<file path="config.mk">
export PLATFORM = sky130hd
export DESIGN_NAME = ofifo_drain_acc
export DESIGN_NICKNAME = d
export VERILOG_FILES = /design/src/rtl/ofifo_drain_acc.sv
export SDC_FILE = /design/constraint.sdc
export NUM_CORES = 2
export LEC_CHECK = 0
export ABC_AREA = 0
export CORE_UTILIZATION = 30
export DETAILED_ROUTE_END_ITERATION = 8
export GPL_ROUTABILITY_DRIVEN = 1
export PLACE_DENSITY_LB_ADDON = 0.3
export SKIP_CTS_REPAIR_TIMING = 1
export SYNTH_ARGS = -nofsm -noshare
export SYNTH_HDL_FRONTEND = slang
export SYNTH_SLANG_ARGS = --single-unit
</file>
<file path="constraint.sdc">
create_clock -name clk -period 23.1 [get_ports clk]
set_clock_uncertainty 0.1 [all_clocks]
set_input_delay 4.62 -clock clk [delete_from_list [all_inputs] [get_ports clk]]
set_output_delay 4.62 -clock clk [all_outputs]
set_load 0.01 [all_outputs]
</file>
<file path="src/rtl/ofifo_drain_acc.sv">
// Drains complete psum rows from the array output FIFO, accumulates them over K-passes
// and writes finished rows (optionally ReLU'd) to the output SRAM on the final pass.
module ofifo_drain_acc #(
  parameter int col    = 8,
  parameter int bw     = 16,
  parameter int depth  = 16,
  parameter int addr_w = 4
) (
  input  logic                clk,
  input  logic                reset,
  input  logic                start,
  input  logic [addr_w-1:0]   num_rows,
  input  logic [3:0]          num_pass,
  input  logic                relu_en,
  input  logic                fifo_valid,
  output logic                fifo_rd,
  input  logic [col*bw-1:0]   fifo_out,
  output logic                wr_en,
  output logic [addr_w-1:0]   wr_addr,
  output logic [col*bw-1:0]   wr_data,
  output logic                busy,
  output logic                done
);

  // state   | meaning
  // IDLE    | waiting for start
  // ISSUE   | pop a row as soon as the FIFO reports valid
  // CAPTURE | popped row on fifo_out; accumulate / prepare write
  // DONE    | one-cycle completion pulse, last write strobed
  typedef enum logic [1:0] {
    IDLE    = 2'd0,
    ISSUE   = 2'd1,
    CAPTURE = 2'd2,
    DONE    = 2'd3
  } state_t;

  state_t state, state_nxt;

  logic [addr_w-1:0] row_cnt, num_rows_q;
  logic [3:0]        pass_cnt, num_pass_q;
  logic              relu_q;
  logic              last_row, last_pass;

  logic [col*bw-1:0] acc [depth];
  logic [col*bw-1:0] acc_rd, sum_row, out_row;

  assign last_row  = (row_cnt == num_rows_q);
  assign last_pass = (pass_cnt == num_pass_q);
  assign acc_rd    = acc[row_cnt];

  always_ff @(posedge clk) begin
    if (reset) state <= IDLE;
    else       state <= state_nxt;
  end

  always_comb begin
    state_nxt = state;
    case (state)
      IDLE:    if (start) state_nxt = ISSUE;
      ISSUE:   if (fifo_valid) state_nxt = CAPTURE;
      CAPTURE: state_nxt = (last_row && last_pass) ? DONE : ISSUE;
      DONE:    state_nxt = IDLE;
      default: state_nxt = IDLE;
    endcase
  end

  always_comb begin
    fifo_rd = 1'b0;
    busy    = 1'b0;
    done    = 1'b0;
    case (state)
      ISSUE:   begin fifo_rd = fifo_valid; busy = 1'b1; end
      CAPTURE: busy = 1'b1;
      DONE:    begin busy = 1'b1; done = 1'b1; end
      default: ;
    endcase
  end

  // Per-lane add at bw+1 bits, then clamp; ReLU only affects the written copy.
  for (genvar i = 0; i < col; i++) begin : g_lane
    logic [bw-1:0] in_l, acc_l, sat_l;
    logic [bw:0]   ext_l;
    assign in_l  = fifo_out[i*bw +: bw];
    assign acc_l = acc_rd[i*bw +: bw];
    assign ext_l = (pass_cnt == 4'd0) ? {in_l[bw-1], in_l}
                 : {acc_l[bw-1], acc_l} + {in_l[bw-1], in_l};
    assign sat_l = (ext_l[bw] != ext_l[bw-1]) ? {ext_l[bw], {(bw-1){~ext_l[bw]}}}
                 : ext_l[bw-1:0];
    assign sum_row[i*bw +: bw] = sat_l;
    assign out_row[i*bw +: bw] = (relu_q && sat_l[bw-1]) ? '0 : sat_l;
  end

  always_ff @(posedge clk) begin
    if (reset) begin
      row_cnt    <= '0;
      pass_cnt   <= '0;
      num_rows_q <= '0;
      num_pass_q <= '0;
      relu_q     <= 1'b0;
      wr_en      <= 1'b0;
      wr_addr    <= '0;
      wr_data    <= '0;
    end else begin
      wr_en <= 1'b0;
      case (state)
        IDLE: begin
          if (start) begin
            num_rows_q <= num_rows;
            num_pass_q <= num_pass;
            relu_q     <= relu_en;
            row_cnt    <= '0;
            pass_cnt   <= '0;
          end
        end
        CAPTURE: begin
          if (last_pass) begin
            wr_en   <= 1'b1;
            wr_addr <= row_cnt;
            wr_data <= out_row;
          end
          if (last_row) begin
            row_cnt  <= '0;
            pass_cnt <= pass_cnt + 4'd1;
          end else begin
            row_cnt <= row_cnt + 1'b1;
          end
        end
        default: ;
      endcase
    end
  end

  // Accumulator needs no reset; pass 0 overwrites every row it uses.
  always_ff @(posedge clk) begin
    if (!reset && state == CAPTURE && !last_pass)
      acc[row_cnt] <= sum_row;
  end

endmodule

</file>
# Word level (Yosys, flattened, before mapping)

Memories as Yosys holds them, arrays and structs flattened. A register that Yosys moved wholly into a read port is not among the register bits.
Index checks and enable logic that the tools add are counted.

Bits in writable memories: 2048
Memories kept: 1
Output and inout port bits: 136
Register bits after elaboration: 152
Word-level logic and storage cells: 109
Bits of input ports: 141

Memory list:

| name | depth | bits a word | rd ports | clocked after Yosys merged registers in | write ports | RTL line | text |
|---|---|---|---|---|---|---|---|
| acc  | 16    | 128         | 1        | 1                                       | 1           | 44       | `logic [col*bw-1:0] acc [depth];` |

Bitwise operators: 9
Reductions and logical operators: 23
Muxes and demuxes: 41
Equality and inequality tests: 16
Add/sub/neg operators: 10

Operators by type and width:

| cell                                                                  | count |
|---|---|
| 16-bit 2-to-1 mux                                                     | 16 |
| 16-bit by 16-bit adder with 17-bit output                             | 8 |
| 17-bit 2-to-1 mux                                                     | 8 |
| 4-bit 2-to-1 mux                                                      | 5 |
| 4-bit one-hot mux with 2 select lines                                 | 2 |
| 1-bit logical AND                                                     | 11 |
| 1-bit inverter                                                        | 9 |
| 4-bit by 1-bit adder with 4-bit output, second input constant         | 2 |
| 4-bit equality test                                                   | 2 |
| 1-bit inequality test                                                 | 8 |
| 2-bit one-hot mux with 4 select lines                                 | 1 |
| 2-bit AND reduction                                                   | 4 |
| 1-bit 2-to-1 mux                                                      | 6 |
| 2-bit 2-to-1 mux                                                      | 3 |
| 2-bit inequality test, second input constant                          | 3 |
| 2-bit equality test, second input constant                            | 2 |
| 4-bit zero test                                                       | 1 |
| 3-bit AND reduction                                                   | 1 |
| 3-bit OR reduction                                                    | 1 |
| 2-bit by 1-bit equality test with 1-bit output, second input constant | 1 |
| 1-bit zero test                                                       | 2 |
| 2-bit zero test                                                       | 1 |
| 2-bit nonzero test                                                    | 1 |
| 2-bit OR reduction                                                    | 1 |

# Logic depth before layout (Yosys ltp)

Word-level depth: 6
Mapped depth: 25
Mapped depth without buffers: 19

# Worst setup path before layout

OpenSTA, ideal clock, no wires.

Path kind: input-to-reg
Start: input port reset
End: memory acc[0][0] (netlist bit) (enable)
Data arrival time: 13.978 ns
Buffers on the path: 1
Required time: 22.228 ns
Cell stages on the path: 4
Setup time: 0.772 ns
Path slack: 8.250 ns
Cell sequence: clkbuf_1 > nor3b_1 > nand2_1 > nor3_1

Longest elaborated chain between the ends: 5

Ends and longest elaborated chain:

| what                                   | RTL line | text |
|---|---|---|
| start: declaration                     | 10       | `input logic reset,` |
| 1-bit zero test                        | 135      | `if (!reset && state == CAPTURE && !last_pass)` |
| 1-bit logical AND (2 in a row)         | 135      |  |
| 1-bit 2-to-1 mux                       | 135      |  |
| 1-bit 2-to-1 mux (not written as such) | 136      | `acc[row_cnt] <= sum_row;` |
| end: declaration                       | 44       |  |

Every way passes these cells.

# Worst setup path in the final report

Start: input port fifo_valid
End: output port fifo_rd

Longest elaborated chain between the ends: 1

Ends and longest elaborated chain:

| what               | RTL line | text |
|---|---|---|
| start: declaration | 15       | `input logic fifo_valid,` |
| 1-bit 2-to-1 mux   | 71       | `case (state)` |
| end: declaration   | 16       | `output logic fifo_rd,` |

Every way passes these cells.

==> implementation parameters <==
Parameter                              Value

Routing
  DR top layer ... met5
  First-pass DRT Iterations ... 6
  M1 WL ... 112400 um
  Detailed-routed wire length on met3 ... 12870 um
  Average detailed-routed wire length per instance ... between 20 and 30 um
  Met2 WL post-DR ... approximately 120000 um
  Wire length after detailed routing ... 252600 um
  Via count normalized by instance count ... between 5 and 6
  Antenna Violating Nets Remaining ... 0
  Residual DRC count ... 0
  Number of DRC markers after the initial detailed-route iteration ... 3994
  Vias after detailed routing ... slightly below 50000

Global route
  Global routing usage summed across all routing layers ... 0.1626
  First-pass GRT wire length ... 361500 um
  Antenna violations before repair ... 16
  Aggregate global routing overflow ... 0
  Vias in the first global route ... 49407
  Pin count of the biggest net entering global routing ... 95

Synth
  Count of cell types in the netlist ... 103
  Share of synthesized area occupied by flip-flops and latches ... 0.7107
  Most area-hungry cell type in the Yosys netlist ... sky130_fd_sc_hd__edfxtp_1
  Synthesized instance count ... 4749
  Number of flops mapped to enable cells by yosys ... 2048
  Mean Syn Cell Area ... approximately 19 um2
  Commonest register cell after synthesis ... sky130_fd_sc_hd__edfxtp_1
  Post-synth top area share ... 0.6764
  Ranking of synthesized cells by area ... sky130_fd_sc_hd__edfxtp_1 (68%), sky130_fd_sc_hd__mux4_2 (15%), sky130_fd_sc_hd__dfxtp_1 (3.4%), sky130_fd_sc_hd__ha_1 (2.0%), sky130_fd_sc_hd__nand2_1 (0.98%)
  Post-Synthesis Cell Area ... 90920 um2
  Flip-flop and latch count after synthesis ... 2204
  Async set-reset flop share out of synthesis ... 0
  Net count after synthesis ... 5040
  Yosys synthesis warning count ... 0

Job
  Total of max-cap violations ... 0

Power and ir drop
  Power per cell area ... 82.19 nW/um2
  Relative contribution of the clock network to total power ... 0.430
  Internal power summed over all cells ... 0.006811 W
  Comb pwr share ... 0.057
  Leak ... 33.10 nW
  Switch Pwr ... 0.001949 W
  Proportion of power drawn by flip-flops and latches ... 0.513
  Peak supply drop ... between 60 and 70 uV
  Net Sw Frac ... 0.2225
  PnR Total Power ... 0.008760 W

Worst setup path
  Highest net fanout along the worst path ... 2
  Kind of start point of the critical path ... input port
  Largest stage delay on the critical path ... 540 ps
  Crit path cell chain ... clkdlybuf4s50_1 -> and3b_1 -> clkdlybuf4s50_1
  WP data required ... 18380 ps
  Top cell by count, worst path ... sky130_fd_sc_hd__clkdlybuf4s50_1
  Slowest CP cell ... sky130_fd_sc_hd__clkdlybuf4s50_1
  Critical Path AT ... 5820 ps
  Startpoint-to-endpoint class of the critical path ... in -> out
  Element type at the critical path end ... output pin

Timing
  Transition time at the pin with the least slew margin ... 1279 ps
  Sum Neg Setup Slack ... 0 ps
  Total of endpoints with negative setup slack in the final report ... 0
  Relative slew slack ... 0.1472
  Number of pins with negative max-slew slack in the final report ... 0
  Final critical-path share of the clock period ... 0.4562
  Fin worst setup slack ... 12560 ps
  Unrepaired setup endpoints after global routing ... no
  Number of hold-slack violations in the final timing report ... 0
  Minimum clock period after layout ... 10540 ps
  Peak Freq ... 94.89 MHz

Clock network
  CTS Buf Count ... approximately 240
  Clock tree from TritonCTS ... built
  Clock slew at reported path FFs ... 60 ps
  Library cell used as clock root buffer ... sky130_fd_sc_hd__clkbuf_16
  Number of clock sinks ... 2204
  Maximum count of clock buffers along a single path ... 4
  Clock Latency Late Sink ... 910 ps
  Maximum level of the CTS H-tree ... 4

Floorplanning
  Placeable core region ... between 300000 and 400000 um2
  Overall die area ... 305300 um2
  I/O pin count ... 277
  Starting Density ... 0.3025
  Number of placement rows ... 201
  Die width ... 552.5 um
  Chip Height ... between 500 and 600 um

Finish
  Utilization of the core after routing ... 0.3546
  Number of nets in the layout ... 5437
  Leading cell types in the layout, fill and taps excluded ... sky130_fd_sc_hd__edfxtp_1 (2048), sky130_fd_sc_hd__mux4_2 (618), sky130_fd_sc_hd__clkdlybuf4s50_1 (275), sky130_fd_sc_hd__clkbuf_16 (243), sky130_fd_sc_hd__nand2_1 (237)
  Filler-free cell count of the finished design ... about 9300
  Multi-input logic area ... 25320 um2
  Flip-flop and latch area ... 64640 um2
  Share of final-layout standard cells stronger than drive strength 1 ... 0.2208
  Filler Cells Inserted ... approximately 28000
  Most common library cell in the layout ignoring fill and taps ... sky130_fd_sc_hd__edfxtp_1
  Layout area overhead ... 17.22%

Placed design
  Number of port buffers ... 276
  Final Wtd Congestion ... 0.8224
  Total half-perimeter wirelength after legalization and detailed placement ... 140400 um
  Cell count after placement ... approximately 8900
  Pre-CTS setup slack ... ~13000 ps

Run status
  Outcome ... finished, final reports clean

Min path
  Worst min-delay path category ... reg -> reg
-- cell type report --
class                   count  share of cell area
inverters                  40            0.001409
repair buffers            394             0.03542
clock buffers             310             0.06110
diodes                      2          0.00004696
clock inverters           140             0.01150
well taps                3958             0.04646
flip-flops and latches   2204              0.6065
multi-input cells        2265              0.2376
-- worst max-delay path: cells and delay by family --
kind,cells,cell delay [ps]
simple gates,1,190
buf+inv,2,1000
-- path summary, 6_finish.rpt --
kind                            cells past startpoint                       end  slack [ps]                     start
worst min register to register                      2  wr_data[76]$_SDFFE_PP0P_         340  wr_data[76]$_SDFFE_PP0P_
worst min-delay path                                2  wr_data[76]$_SDFFE_PP0P_         340  wr_data[76]$_SDFFE_PP0P_
worst max register to register                     19      acc[6][82]$_DFFE_PP_       13210                 flip-flop
worst max-delay path                                3                   fifo_rd       12560                fifo_valid
-- metrics by stage --
stage	area, um2	hold slack, ps
3_5_place_dp	98790	334.8
3_3_place_gp	98790	336.2
2_1_floorplan	90920	347.8
4_1_cts	106500	342.1
5_1_grt	106600	373.1
6_report	106600	342.7
-- metal layers --
| layer | GRT usage | vias up |
|---|---|---|
| li1 | - | 20497 |
| met1 | 0.2272 | 25891 |
| met2 | 0.2688 | 1373 |
| met3 | 0.02218 | 316 |
| met4 | 0.03606 | 12 |
| met5 | 0 | - |
-- power groups by stage --
stage / clock network, W / registers, W / logic [W]
finish: 0.00377 / 0.00450 / 0.000497
global route: 0.00399 / 0.00450 / 0.000546
CTS: 0.00386 / 0.00450 / 0.000499
detailed placement: 0 / 0.00458 / 0.000497
global placement: 0 / 0.00458 / 0.000480
floorplan: 0 / 0.00458 / 0.000297
-- flip-flops by register name (all words and copies together) (netlist names), named ones only --
name        cells
num_rows_q      4
wr_data       128
state           2
row_cnt         4
pass_cnt        4
num_pass_q      4
relu_q          1
wr_en           1
wr_addr         4
acc          2048
-- cells in the mapped netlist (47+ instances only) --
master	instances
sky130_fd_sc_hd__nor2b_1	48
sky130_fd_sc_hd__a21oi_1	173
sky130_fd_sc_hd__a21o_1	56
sky130_fd_sc_hd__edfxtp_1	2048
sky130_fd_sc_hd__buf_1	57
sky130_fd_sc_hd__nor2_1	165
sky130_fd_sc_hd__xnor2_1	47
sky130_fd_sc_hd__nand2_1	238
sky130_fd_sc_hd__o21ai_0	108
sky130_fd_sc_hd__clkbuf_1	132
sky130_fd_sc_hd__ha_1	142
sky130_fd_sc_hd__dfxtp_1	156
sky130_fd_sc_hd__a22o_1	59
sky130_fd_sc_hd__mux4_2	618
-- logic make-up (layout without fill, tap and decap cells) --
| kind of cell | count (synthesis) | count (layout) | synth area share |
|---|---|---|---|
| other cells | 0 | 2 | 0 |
| mux | 660 | 660 | 0.1577 |
| flops | 2204 | 2204 | 0.7107 |
| xor+xnor | 92 | 92 | 0.008862 |
| compound gates | 698 | 698 | 0.05371 |
| buf+inv | 280 | 884 | 0.01263 |
| simple gates | 665 | 665 | 0.03504 |
| fa+ha+maj | 150 | 150 | 0.02130 |
(Power assumes the default switching activity.)
